===== config.mk =====
export PLATFORM = sky130hd
export DESIGN_NAME = dmem_loader_flat
export DESIGN_NICKNAME = d
export VERILOG_FILES = /design/src/rtl/dmem_loader_if.sv /design/src/rtl/dmem_loader.sv /design/src/flat_wrapper.sv
export SDC_FILE = /design/constraint.sdc
export NUM_CORES = 1
export LEC_CHECK = 0
export CAP_MARGIN = 20
export CORE_UTILIZATION = 47
export CTS_BUF_LIST = sky130_fd_sc_hd__clkbuf_4 sky130_fd_sc_hd__clkbuf_8 sky130_fd_sc_hd__clkbuf_16
export CTS_CLUSTER_DIAMETER = 30
export DETAILED_ROUTE_END_ITERATION = 10
export GPL_ROUTABILITY_DRIVEN = 0
export HOLD_SLACK_MARGIN = 0.06
export MAX_ROUTING_LAYER = met4
export PLACE_DENSITY = 0.83
export SETUP_SLACK_MARGIN = 0.05
export SYNTH_ARGS = -nofsm -noshare
export SYNTH_HDL_FRONTEND = slang
export SYNTH_SLANG_ARGS = --single-unit
export TNS_END_PERCENT = 20

===== constraint.sdc =====
create_clock -name clk -period 1.8 [get_ports clk]
set_clock_uncertainty 0.05 [all_clocks]
set_input_delay 0.36 -clock clk [delete_from_list [all_inputs] [get_ports clk]]
set_output_delay 0.36 -clock clk [all_outputs]
set_load 0.02 [all_outputs]

===== src/rtl/dmem_loader_if.sv =====
// dmem_loader_if: groups the loader's control, byte-stream and DMEM write signals.
// Ports: master drives start/len/abort and the byte stream; slave (the loader)
// drives in_ready, the DMEM write port and the status flags.
interface dmem_loader_if #(
  parameter int DATA_WIDTH = 32,
  parameter int ADDR_WIDTH = 8
);
  logic                  start;
  logic [ADDR_WIDTH:0]   len;
  logic                  abort;
  logic [7:0]            in_data;
  logic                  in_valid;
  logic                  in_ready;
  logic                  mem_we;
  logic [ADDR_WIDTH-1:0] mem_addr;
  logic [DATA_WIDTH-1:0] mem_wdata;
  logic                  cpu_hold;
  logic                  busy;
  logic                  done;
  logic                  err;

  modport master (
    output start, len, abort, in_data, in_valid,
    input  in_ready, mem_we, mem_addr, mem_wdata, cpu_hold, busy, done, err
  );

  modport slave (
    input  start, len, abort, in_data, in_valid,
    output in_ready, mem_we, mem_addr, mem_wdata, cpu_hold, busy, done, err
  );
endinterface


===== src/rtl/dmem_loader.sv =====
// dmem_loader: streams a little-endian byte image into DMEM from word 0, holding the core in reset.
// Latency: mem_we fires the cycle after the 4th byte of a word; 5 cycles per word back-to-back.
// Backpressure: in_ready drops during the WRITE cycle and whenever the loader is not receiving.
// Ports: clk, rst (async active-low), bus (dmem_loader_if.slave: control, byte stream, DMEM port, status).
// Optional: define DMEM_LOADER_CHECKSUM_EN to require a trailer byte making the 8-bit byte sum zero.
module dmem_loader #(
  parameter int DATA_WIDTH = 32,
  parameter int ADDR_WIDTH = 8
) (
  input logic          clk,
  input logic          rst,
  dmem_loader_if.slave bus
);

  // Longest load the memory can hold; larger requests saturate to this.
  localparam logic [ADDR_WIDTH:0] DEPTH     = {1'b1, {ADDR_WIDTH{1'b0}}};
  localparam logic [ADDR_WIDTH:0] LAST_WORD = {{ADDR_WIDTH{1'b0}}, 1'b1};

  typedef enum logic [2:0] {
    IDLE  = 3'd0,
    RECV  = 3'd1,
    WRITE = 3'd2,
`ifdef DMEM_LOADER_CHECKSUM_EN
    CHK   = 3'd3,
`endif
    DONE  = 3'd4
  } state_t;

  state_t                state_q, state_d;
  logic [ADDR_WIDTH:0]   rem_q;
  logic [ADDR_WIDTH-1:0] addr_q;
  logic [ADDR_WIDTH-1:0] mem_addr_q;
  logic [1:0]            byte_q;
  logic [DATA_WIDTH-9:0] word_q;
  logic [DATA_WIDTH-1:0] mem_wdata_q;
  logic                  hold_q;
  logic                  in_ready_c;
  logic                  mem_we_c;
  logic                  done_c;
  logic                  start_ok;
  logic                  xfer;

  // abort beats start, and also blocks any byte transfer in the same cycle.
  assign start_ok = bus.start && !bus.abort;
  assign xfer     = bus.in_valid && in_ready_c && !bus.abort;

  always_comb begin
    state_d    = state_q;
    in_ready_c = 1'b0;
    mem_we_c   = 1'b0;
    done_c     = 1'b0;
    unique case (state_q)
      IDLE: begin
        if (start_ok) state_d = (bus.len == '0) ? DONE : RECV;
      end
      RECV: begin
        in_ready_c = 1'b1;
        if (bus.abort)                             state_d = IDLE;
        else if (bus.in_valid && byte_q == 2'd3)   state_d = WRITE;
      end
      WRITE: begin
        // The write itself is never cancelled; abort only redirects what follows.
        mem_we_c = 1'b1;
        if (bus.abort)                 state_d = IDLE;
`ifdef DMEM_LOADER_CHECKSUM_EN
        else if (rem_q == LAST_WORD)   state_d = CHK;
`else
        else if (rem_q == LAST_WORD)   state_d = DONE;
`endif
        else                           state_d = RECV;
      end
`ifdef DMEM_LOADER_CHECKSUM_EN
      CHK: begin
        in_ready_c = 1'b1;
        if (bus.abort)          state_d = IDLE;
        else if (bus.in_valid)  state_d = DONE;
      end
`endif
      DONE: begin
        done_c  = 1'b1;
        state_d = IDLE;
      end
      default: state_d = IDLE;
    endcase
  end

  // cpu_hold is a flop loaded from the next state so it tracks busy without decode glitches.
  always_ff @(posedge clk or negedge rst) begin
    if (!rst) begin
      state_q <= IDLE;
      hold_q  <= 1'b0;
    end else begin
      state_q <= state_d;
      hold_q  <= (state_d != IDLE);
    end
  end

`ifdef DMEM_LOADER_CHECKSUM_EN
  logic [7:0] sum_q;
  logic [7:0] sum_next;
  logic       err_q;
  assign sum_next = sum_q + bus.in_data;
`endif

  always_ff @(posedge clk or negedge rst) begin
    if (!rst) begin
      rem_q       <= '0;
      addr_q      <= '0;
      mem_addr_q  <= '0;
      byte_q      <= '0;
      word_q      <= '0;
      mem_wdata_q <= '0;
`ifdef DMEM_LOADER_CHECKSUM_EN
      sum_q       <= '0;
      err_q       <= 1'b0;
`endif
    end else begin
      if (state_q == IDLE && start_ok) begin
        rem_q      <= (bus.len > DEPTH) ? DEPTH : bus.len;
        addr_q     <= '0;
        mem_addr_q <= '0;
        byte_q     <= '0;
`ifdef DMEM_LOADER_CHECKSUM_EN
        sum_q      <= '0;
        err_q      <= 1'b0;
`endif
      end
      if (state_q == RECV && xfer) begin
        byte_q <= byte_q + 2'd1;
`ifdef DMEM_LOADER_CHECKSUM_EN
        sum_q  <= sum_next;
`endif
        // Lower bytes park in word_q; the 4th byte publishes the word and its
        // address together so the DMEM port only moves when a write is due.
        case (byte_q)
          2'd0:    word_q[7:0]   <= bus.in_data;
          2'd1:    word_q[15:8]  <= bus.in_data;
          2'd2:    word_q[23:16] <= bus.in_data;
          default: begin
            mem_wdata_q <= {bus.in_data, word_q};
            mem_addr_q  <= addr_q;
          end
        endcase
      end
      if (state_q == WRITE) begin
        addr_q <= addr_q + ADDR_WIDTH'(1);
        rem_q  <= rem_q - LAST_WORD;
      end
`ifdef DMEM_LOADER_CHECKSUM_EN
      if (state_q == CHK && xfer && sum_next != 8'h00) err_q <= 1'b1;
`endif
    end
  end

  assign bus.in_ready  = in_ready_c;
  assign bus.mem_we    = mem_we_c;
  assign bus.mem_addr  = mem_addr_q;
  assign bus.mem_wdata = mem_wdata_q;
  assign bus.cpu_hold  = hold_q;
  assign bus.busy      = (state_q != IDLE);
  assign bus.done      = done_c;
`ifdef DMEM_LOADER_CHECKSUM_EN
  assign bus.err       = err_q;
`else
  assign bus.err       = 1'b0;
`endif

endmodule


===== src/flat_wrapper.sv =====
// flat-port wrapper written by rule: the top's interface ports become plain ports
module dmem_loader_flat 
#(
  parameter int DATA_WIDTH = 32,
  parameter int ADDR_WIDTH = 8
)
  (clk, rst, bus_start, bus_len, bus_abort, bus_in_data, bus_in_valid, bus_in_ready, bus_mem_we, bus_mem_addr, bus_mem_wdata, bus_cpu_hold, bus_busy, bus_done, bus_err);
  dmem_loader_if #(.DATA_WIDTH(DATA_WIDTH), .ADDR_WIDTH(ADDR_WIDTH)) bus_i ();
  input logic clk;
  input logic rst;
  input wire logic [$bits(bus_i.start)-1:0] bus_start;
  input wire logic [$bits(bus_i.len)-1:0] bus_len;
  input wire logic [$bits(bus_i.abort)-1:0] bus_abort;
  input wire logic [$bits(bus_i.in_data)-1:0] bus_in_data;
  input wire logic [$bits(bus_i.in_valid)-1:0] bus_in_valid;
  output wire logic [$bits(bus_i.in_ready)-1:0] bus_in_ready;
  output wire logic [$bits(bus_i.mem_we)-1:0] bus_mem_we;
  output wire logic [$bits(bus_i.mem_addr)-1:0] bus_mem_addr;
  output wire logic [$bits(bus_i.mem_wdata)-1:0] bus_mem_wdata;
  output wire logic [$bits(bus_i.cpu_hold)-1:0] bus_cpu_hold;
  output wire logic [$bits(bus_i.busy)-1:0] bus_busy;
  output wire logic [$bits(bus_i.done)-1:0] bus_done;
  output wire logic [$bits(bus_i.err)-1:0] bus_err;
  assign bus_i.start = bus_start;
  assign bus_i.len = bus_len;
  assign bus_i.abort = bus_abort;
  assign bus_i.in_data = bus_in_data;
  assign bus_i.in_valid = bus_in_valid;
  assign bus_in_ready = bus_i.in_ready;
  assign bus_mem_we = bus_i.mem_we;
  assign bus_mem_addr = bus_i.mem_addr;
  assign bus_mem_wdata = bus_i.mem_wdata;
  assign bus_cpu_hold = bus_i.cpu_hold;
  assign bus_busy = bus_i.busy;
  assign bus_done = bus_i.done;
  assign bus_err = bus_i.err;
  dmem_loader #(.DATA_WIDTH(DATA_WIDTH), .ADDR_WIDTH(ADDR_WIDTH)) u_core (.clk(clk), .rst(rst), .bus(bus_i));
endmodule

==> summary.txt, run 1 <==
Number of synthesized flops with an enable pin: 0
Finished Layout Cells: 480
Routed Antenna Nets: 0
Worst reg2reg setup slack: -20 ps
TritonCTS clock tree: yes
Maximum VDD drop: 0.437 mV
LEAKAGE: 2.93 nW
CP endpoint kind: flip-flop
Post-synth top cells: dfrtp_1 (87), mux2_2 (47), nand2_1 (16)
Sequential share of the synthesized area: 0.588
Slew @ Worst Pin: 557 ps
DR pass1 iterations: 4
Fraction of layout cells with a size suffix above 1: 0.304
F_max: 551 MHz
Root Driver: clkbuf_8
Die Width: 90.8 um
Vias in the first global route: 2612
Max Fanout on Critical Path: 12
CTS Buf Count: 9
Worst EP arrival: 1990 ps
Iteration-0 DRC Markers: 166
Reg2Reg Depth: 5
Gate count after technology mapping: 280
Largest net degree at the start of global routing: 43
Top-count cell post-synth: dfrtp_1
Yosys reg bits: 87
# clock sinks: 87
Hold Crit Class: input pin to asynchronous set/reset pin
Vias: 2566
Syn Nets: 310
Initial antenna violation count: 0
Critical R2R Capture: u_core.bus.mem_wdata[7]
CTS max path bufs: 2
Site row count: 32
R2r startpoint: u_core.state_q[2]
Kind of critical path: flip-flop to flip-flop
WL per Instance: 16.2 um
First-pass GRT wire length: 12.7 mm
Post-synth ARST share: 1.00
Slew HR: 0.625
CP required: 1980 ps
# IOs: 68
Outcome: complete, but fails checks
Core Area: 7690 um2
CP Launch Type: flip-flop
Yosys top cell area share: 0.588
Final hold violations: 0
IO buf count: 66
# diodes: 0
CP peak stage delay: 390 ps
Routed WL: 7.79 mm
CTS clock-pin slew for the worst setup and hold paths: 90 ps
Tcrit/Tclk final: 1.01
Die ar.: 8240 um2
Slew Viols, Final: 0
YS warnings: 0
Worst-path cell chain: buf_6 > nor4b_4 > and3_4 > buf_12 > mux2_2
Synth area leaders: dfrtp_1 (59%), mux2_2 (14%), mux2_1 (2.7%), ha_1 (2.7%), a22o_1 (1.9%)
RSZ-0062 raised after global routing: yes
Vias per inst: 5.35
H-tree level count: 3
Clk_lat worst skew: 330 ps
Global Route Usage Sum: 0.201
Synth-to-Final Area Change: 39.2%
Mapped Area: 3700 um2
Starting Density: 0.482
Hpwl dp: 5.34 mm
Dpl ws: -371 ps
Power, Total: 0.00502 W
Tmin final: 1820 ps
PwrDens: 973 nW/um2
Post-route DRC violation count: 0
Final layout net count: 403
Failing checks: setup timing
Synth Area per Inst: 13.2 um2
Final worst slack: -16.4 ps
Final setup vio count: 13
Synth Flop Type: dfrtp_1
Max-Cap Viols: 0
Fill count: 545
GRT Residual Overflow: 0
Placed insts: 460
Synth area leader: dfrtp_1
Post-synthesis cell type count: 44
Die Span Y: 90.8 um
Crit path max-delay cell type: dfrtp_1
-- worst max path at each step --
stage | startpoint | cells after the start | endpoint | slack (ps)
after CTS | u_core.state_q[0] | 3 | bus_busy | -8
after global placement | bus_abort | 5 | u_core.bus.mem_wdata[27] | -350
final | u_core.state_q[2] | 5 | u_core.bus.mem_wdata[7] | -20
after floorplan | u_core.state_q[1] | 5 | u_core.bus.mem_wdata[29] | 80
after detailed placement | bus_abort | 5 | u_core.bus.mem_wdata[28] | -370
after global routing | u_core.state_q[2] | 5 | u_core.bus.mem_wdata[28] | -70
-- power by group --
| part | switching [W] | total, W | internal [W] | leakage, nW |
|---|---|---|---|---|
| Combinational | 0.000453 | 0.00106 | 0.000611 | 1.66 |
| Clock | 0.000687 | 0.00139 | 0.000705 | 0.100 |
| Sequential | 0.000242 | 0.00256 | 0.00232 | 1.17 |
-- layout make-up --
| cell class | count | area [um2] | area share |
|---|---|---|---|
| multi-input combinational | 177 | 1610 | 0.313 |
| clock buffer | 11 | 145 | 0.0281 |
| clock inverter | 5 | 62.6 | 0.0121 |
| tap | 102 | 128 | 0.0247 |
| inverter | 6 | 22.5 | 0.00437 |
| sequential | 87 | 2180 | 0.422 |
| timing repair buffer | 92 | 1010 | 0.196 |
-- state kept, by name, summed over array words and instances, names as in the netlist --
register	count
u_core.bus.mem_wdata	32
u_core.rem_q	9
u_core.addr_q	8
u_core.state_q	3
u_core.bus.mem_addr	8
u_core.word_q	24
u_core.byte_q	2
u_core.bus.cpu_hold	1
-- per-stage QoR --
step                hold slack [ps]  setup TNS (ps)  utilization  instance area [um2]
finish                          431           -90.5        0.671                 5160
global route                    441           -1640        0.671                 5160
CTS                             427           -11.2        0.642                 4940
detailed placement              265          -23690        0.599                 4600
global placement                262          -21950        0.599                 4600
floorplan                      14.4               0            -                 3700
-- kinds of logic after synthesis --
family,synth area share
XOR/XNOR,0.00236
other,0.00101
AND/OR/NAND/NOR,0.104
AO/OA/AOI/OAI,0.0753
flip-flops,0.588
adder cells (fa/ha/maj),0.0270
buffers and inverters,0.0270
multiplexers,0.176
-- layer usage --
layer  track usage  wire [um]
met1         0.255       3470
met2         0.324       3960
met3        0.0370        251
met4        0.0701         99
met5             -          0
-- critical path: cells and delay by family, from the launching register on --
| family | cells | cell delay, ps |
|---|---|---|
| buf+inv | 2 | 300 |
| flops | 1 | 390 |
| mux | 1 | 340 |
| simple gates | 2 | 630 |
-- cell usage in the layout (no fill, tap or decap), types with 2 or more instances in the layout --
cell	Yosys	final
buf_6	3	8
dlygate4sd2_1	0	10
clkdlybuf4s50_1	0	22
nor2_1	10	9
clkinvlp_4	0	2
nor3b_1	4	3
o211ai_1	5	5
nand2_1	16	16
ha_1	8	8
inv_6	0	2
buf_12	0	5
mux2_4	0	26
nor3_1	3	3
buf_2	2	3
nor2_4	0	2
a22oi_1	2	2
nor4_1	2	2
mux2_2	47	26
mux2i_1	2	2
a22o_1	8	8
nand4_1	3	3
and3_1	4	3
o21ai_0	11	9
inv_1	5	5
a21oi_1	5	5
o21ai_1	2	3
dlymetal6s2s_1	0	29
clkbuf_8	0	10
nand2_8	0	3
mux2_1	9	4
nand3_1	13	12
buf_4	4	13
dfrtp_1	87	87
-- what timing repair did --
item | 4_1_cts | 5_1_grt
buffers inserted | 1 | 1
resized for setup | 62 | 57
hold endpoints to repair | 29 | 0
hold buffers | 1 | 0
pin swaps | 8 | 6
cloned | 0 | 1
setup endpoints to repair | 67 | 104
(Power assumes the default switching activity.)
==> run 2: changes to the inputs <==
--- a/config.mk
+++ b/config.mk
@@ -15,6 +15,7 @@
 export MAX_ROUTING_LAYER = met4
 export PLACE_DENSITY = 0.83
 export SETUP_SLACK_MARGIN = 0.05
+export SKIP_CTS_REPAIR_TIMING = 1
 export SYNTH_ARGS = -nofsm -noshare
 export SYNTH_HDL_FRONTEND = slang
 export SYNTH_SLANG_ARGS = --single-unit
==> run 2 against run 1 <==
- the run still ends with setup timing left
- global-route usage down 0.49 points
- critical path depth decreased by 2
- combinational power fell by 9%
- register-to-register slack improved by 20 ps
- critical endpoint is now bus_busy
- largest power group unchanged
- highest routed layer unchanged
==> summary.txt, run 2 (synthesized netlist as in run 1, its figures left out) <==
Worst-path cell chain: buf_6 > or3_4 > buf_6 (was buf_6 > nor4b_4 > and3_4 > buf_12 > mux2_2)
TritonCTS clock tree: yes (unchanged)
CP peak stage delay: 390 ps (about the same)
Final worst slack: -12.4 ps (was -16.4 ps)
Routed WL: 7.60 mm (was 7.79 mm)
Commonest non-fill, non-tap cell in the layout: dfrtp_1 (unchanged)
TNS Setup: -12.4 ps (was -90.5 ps)
# IOs: 68 (unchanged)
Max-Cap Viols: 0 (unchanged)
# diodes: 0 (unchanged)
Tmin final: 1810 ps (was 1820 ps)
Tcrit/Tclk final: 1.01 (about the same)
CP most frequent cell: buf_6
First-pass GRT wire length: 12.4 mm (was 12.7 mm)
Area of the multi-input gates: 1510 um2 (was 1610 um2)
IO buf count: 66 (unchanged)
Clk_lat worst skew: 340 ps (was 330 ps)
Placed insts: 460 (unchanged)
WL per Instance: 15.9 um (was 16.2 um)
Fill count: 539 (was 545)
Util after Layout: 0.659 (was 0.671)
Failing checks: setup timing (unchanged)
Hold Crit Class: input pin to flip-flop (was input pin to asynchronous set/reset pin)
CP required: 1390 ps (was 1980 ps)
Routed Antenna Nets: 0 (unchanged)
Maximum VDD drop: 0.455 mV (was 0.437 mV)
Delay-heaviest family, CP: flip-flops (was simple AND/OR/NAND/NOR gates)
# clock sinks: 87 (unchanged)
Vias in the first global route: 2610 (was 2612)
Largest net degree at the start of global routing: 43 (unchanged)
F_max: 552 MHz (was 551 MHz)
DR pass1 iterations: 4 (unchanged)
LEAKAGE: 3.02 nW (was 2.93 nW)
CTS max path bufs: 2 (unchanged)
Sequential cell area: 2180 um2 (unchanged)
Vias per inst: 5.32 (was 5.35)
GRT Residual Overflow: 0 (unchanged)
Global Route Usage Sum: 0.196 (was 0.201)
Final hold violations: 0 (unchanged)
PwrDens: 970 nW/um2 (was 973 nW/um2)
RSZ-0062 raised after global routing: yes (unchanged)
Slew Viols, Final: 0 (unchanged)
Fraction of layout cells with a size suffix above 1: 0.292 (was 0.304)
Die ar.: 8240 um2 (unchanged)
Slew HR: 0.619 (was 0.625)
Iteration-0 DRC Markers: 120 (was 166)
Core Area: 7690 um2 (unchanged)
Die Span Y: 90.8 um (unchanged)
Initial antenna violation count: 0 (unchanged)
CTS clock-pin slew for the worst setup and hold paths: 80 ps (was 90 ps)
Most frequent cells in the layout: dfrtp_1 (87), mux2_2 (41), dlymetal6s2s_1 (39) (was dfrtp_1 (87), dlymetal6s2s_1 (29), mux2_4 (26), mux2_2 (26), clkdlybuf4s50_1 (22))
Max Fanout on Critical Path: 6 (was 12)
Starting Density: 0.482 (unchanged)
Vias: 2549 (was 2566)
Hpwl dp: 5.34 mm (unchanged)
Post-route DRC violation count: 0 (unchanged)
Number of flip-flops in the largest register: 32 (unchanged)
Final layout net count: 402 (was 403)
Finished Layout Cells: 479 (was 480)
Final setup vio count: 1 (was 13)
CP Launch Type: flip-flop (unchanged)
Worst EP arrival: 1400 ps (was 1990 ps)
CP endpoint kind: output port (was flip-flop)
Synth-to-Final Area Change: 36.8% (was 39.2%)
Slew @ Worst Pin: 566 ps (was 557 ps)
H-tree level count: 3 (unchanged)
Crit path max-delay cell type: dfrtp_1 (unchanged)
Outcome: complete, but fails checks (unchanged)
CTS Buf Count: 9 (unchanged)
Kind of critical path: flip-flop to output port (was flip-flop to flip-flop)
Die Width: 90.8 um (unchanged)
Root Driver: clkbuf_8 (unchanged)
CP Buf/Inv Count: 2 (unchanged)
Site row count: 32 (unchanged)
run 2: cell count changes in the layout (fill, tap and decap cells not counted), moves of 2 or more:
cell,before,now
buf_2,3,0
buf_4,13,17
buf_6,8,6
dlygate4sd2_1,10,0
dlymetal6s2s_1,29,39
mux2_1,4,7
mux2_2,26,41
mux2_4,26,8
nand2_4,0,3
nand2_8,3,0
run 2: final timing paths:
check / slack (ps) / endpoint / from / cells after the start
worst max-delay path: -10 / bus_busy / u_core.state_q[1] / 3
worst min-delay path: 400 / u_core.bus.cpu_hold / bus_abort / 3
worst max register to register: 0 / u_core.rem_q[6] / u_core.state_q[1] / 7
worst min register to register: 450 / u_core.bus.mem_wdata[30] / u_core.bus.mem_wdata[30] / 1
max in group asynchronous: 700 / u_core.rem_q[5] / rst / 3
min in group asynchronous: 420 / u_core.bus.mem_wdata[25] / rst / 2
run 2: power by group:
part	total [W]	leakage (nW)	switching [W]	internal, W
combinational	0.000962	1.75	0.000426	0.000536
sequential	0.00255	1.17	0.000233	0.00232
clock	0.00140	0.100	0.000693	0.000705
total	0.00491	3.02	0.00135	0.00356
run 2: area by class of cell:
cell class | instances | area share
clock buffers | 11 | 0.0286
clock inverters | 5 | 0.0123
inverters | 6 | 0.00444
multi-input cells | 177 | 0.299
flip-flops and latches | 87 | 0.430
well taps | 102 | 0.0252
repair buffers | 91 | 0.201
run 2: layer usage:
| metal | global-route usage | vias up | share of wire |
|---|---|---|---|
| met2 | 0.319 | 55 | 0.50 |
| met5 | - | - | 0 |
| met3 | 0.0370 | 14 | 0.033 |
| li1 | - | 1201 | - |
| met1 | 0.246 | 1279 | 0.45 |
| met4 | 0.0701 | 0 | 0.018 |
run 2: stage by stage:
| step | area [um2] | setup WS, ps | hold WS [ps] | power, W |
|---|---|---|---|---|
| final | 5070 | -12.4 | 398 | 0.00491 |
| after global routing | 5070 | -44.7 | 411 | 0.00516 |
| after CTS | 4810 | -485 | -120 | 0.00490 |
| after detailed placement | 4600 | -371 | 265 | 0.00351 |
| after global placement | 4600 | -353 | 262 | 0.00345 |
| after floorplan | 3700 | 84.4 | 14.4 | 0.00308 |
run 2: worst min-delay path, cell delays in order:
cell and delay [ps]:
dlymetal6s2s_1 170, buf_4 170, a21oi_1 50
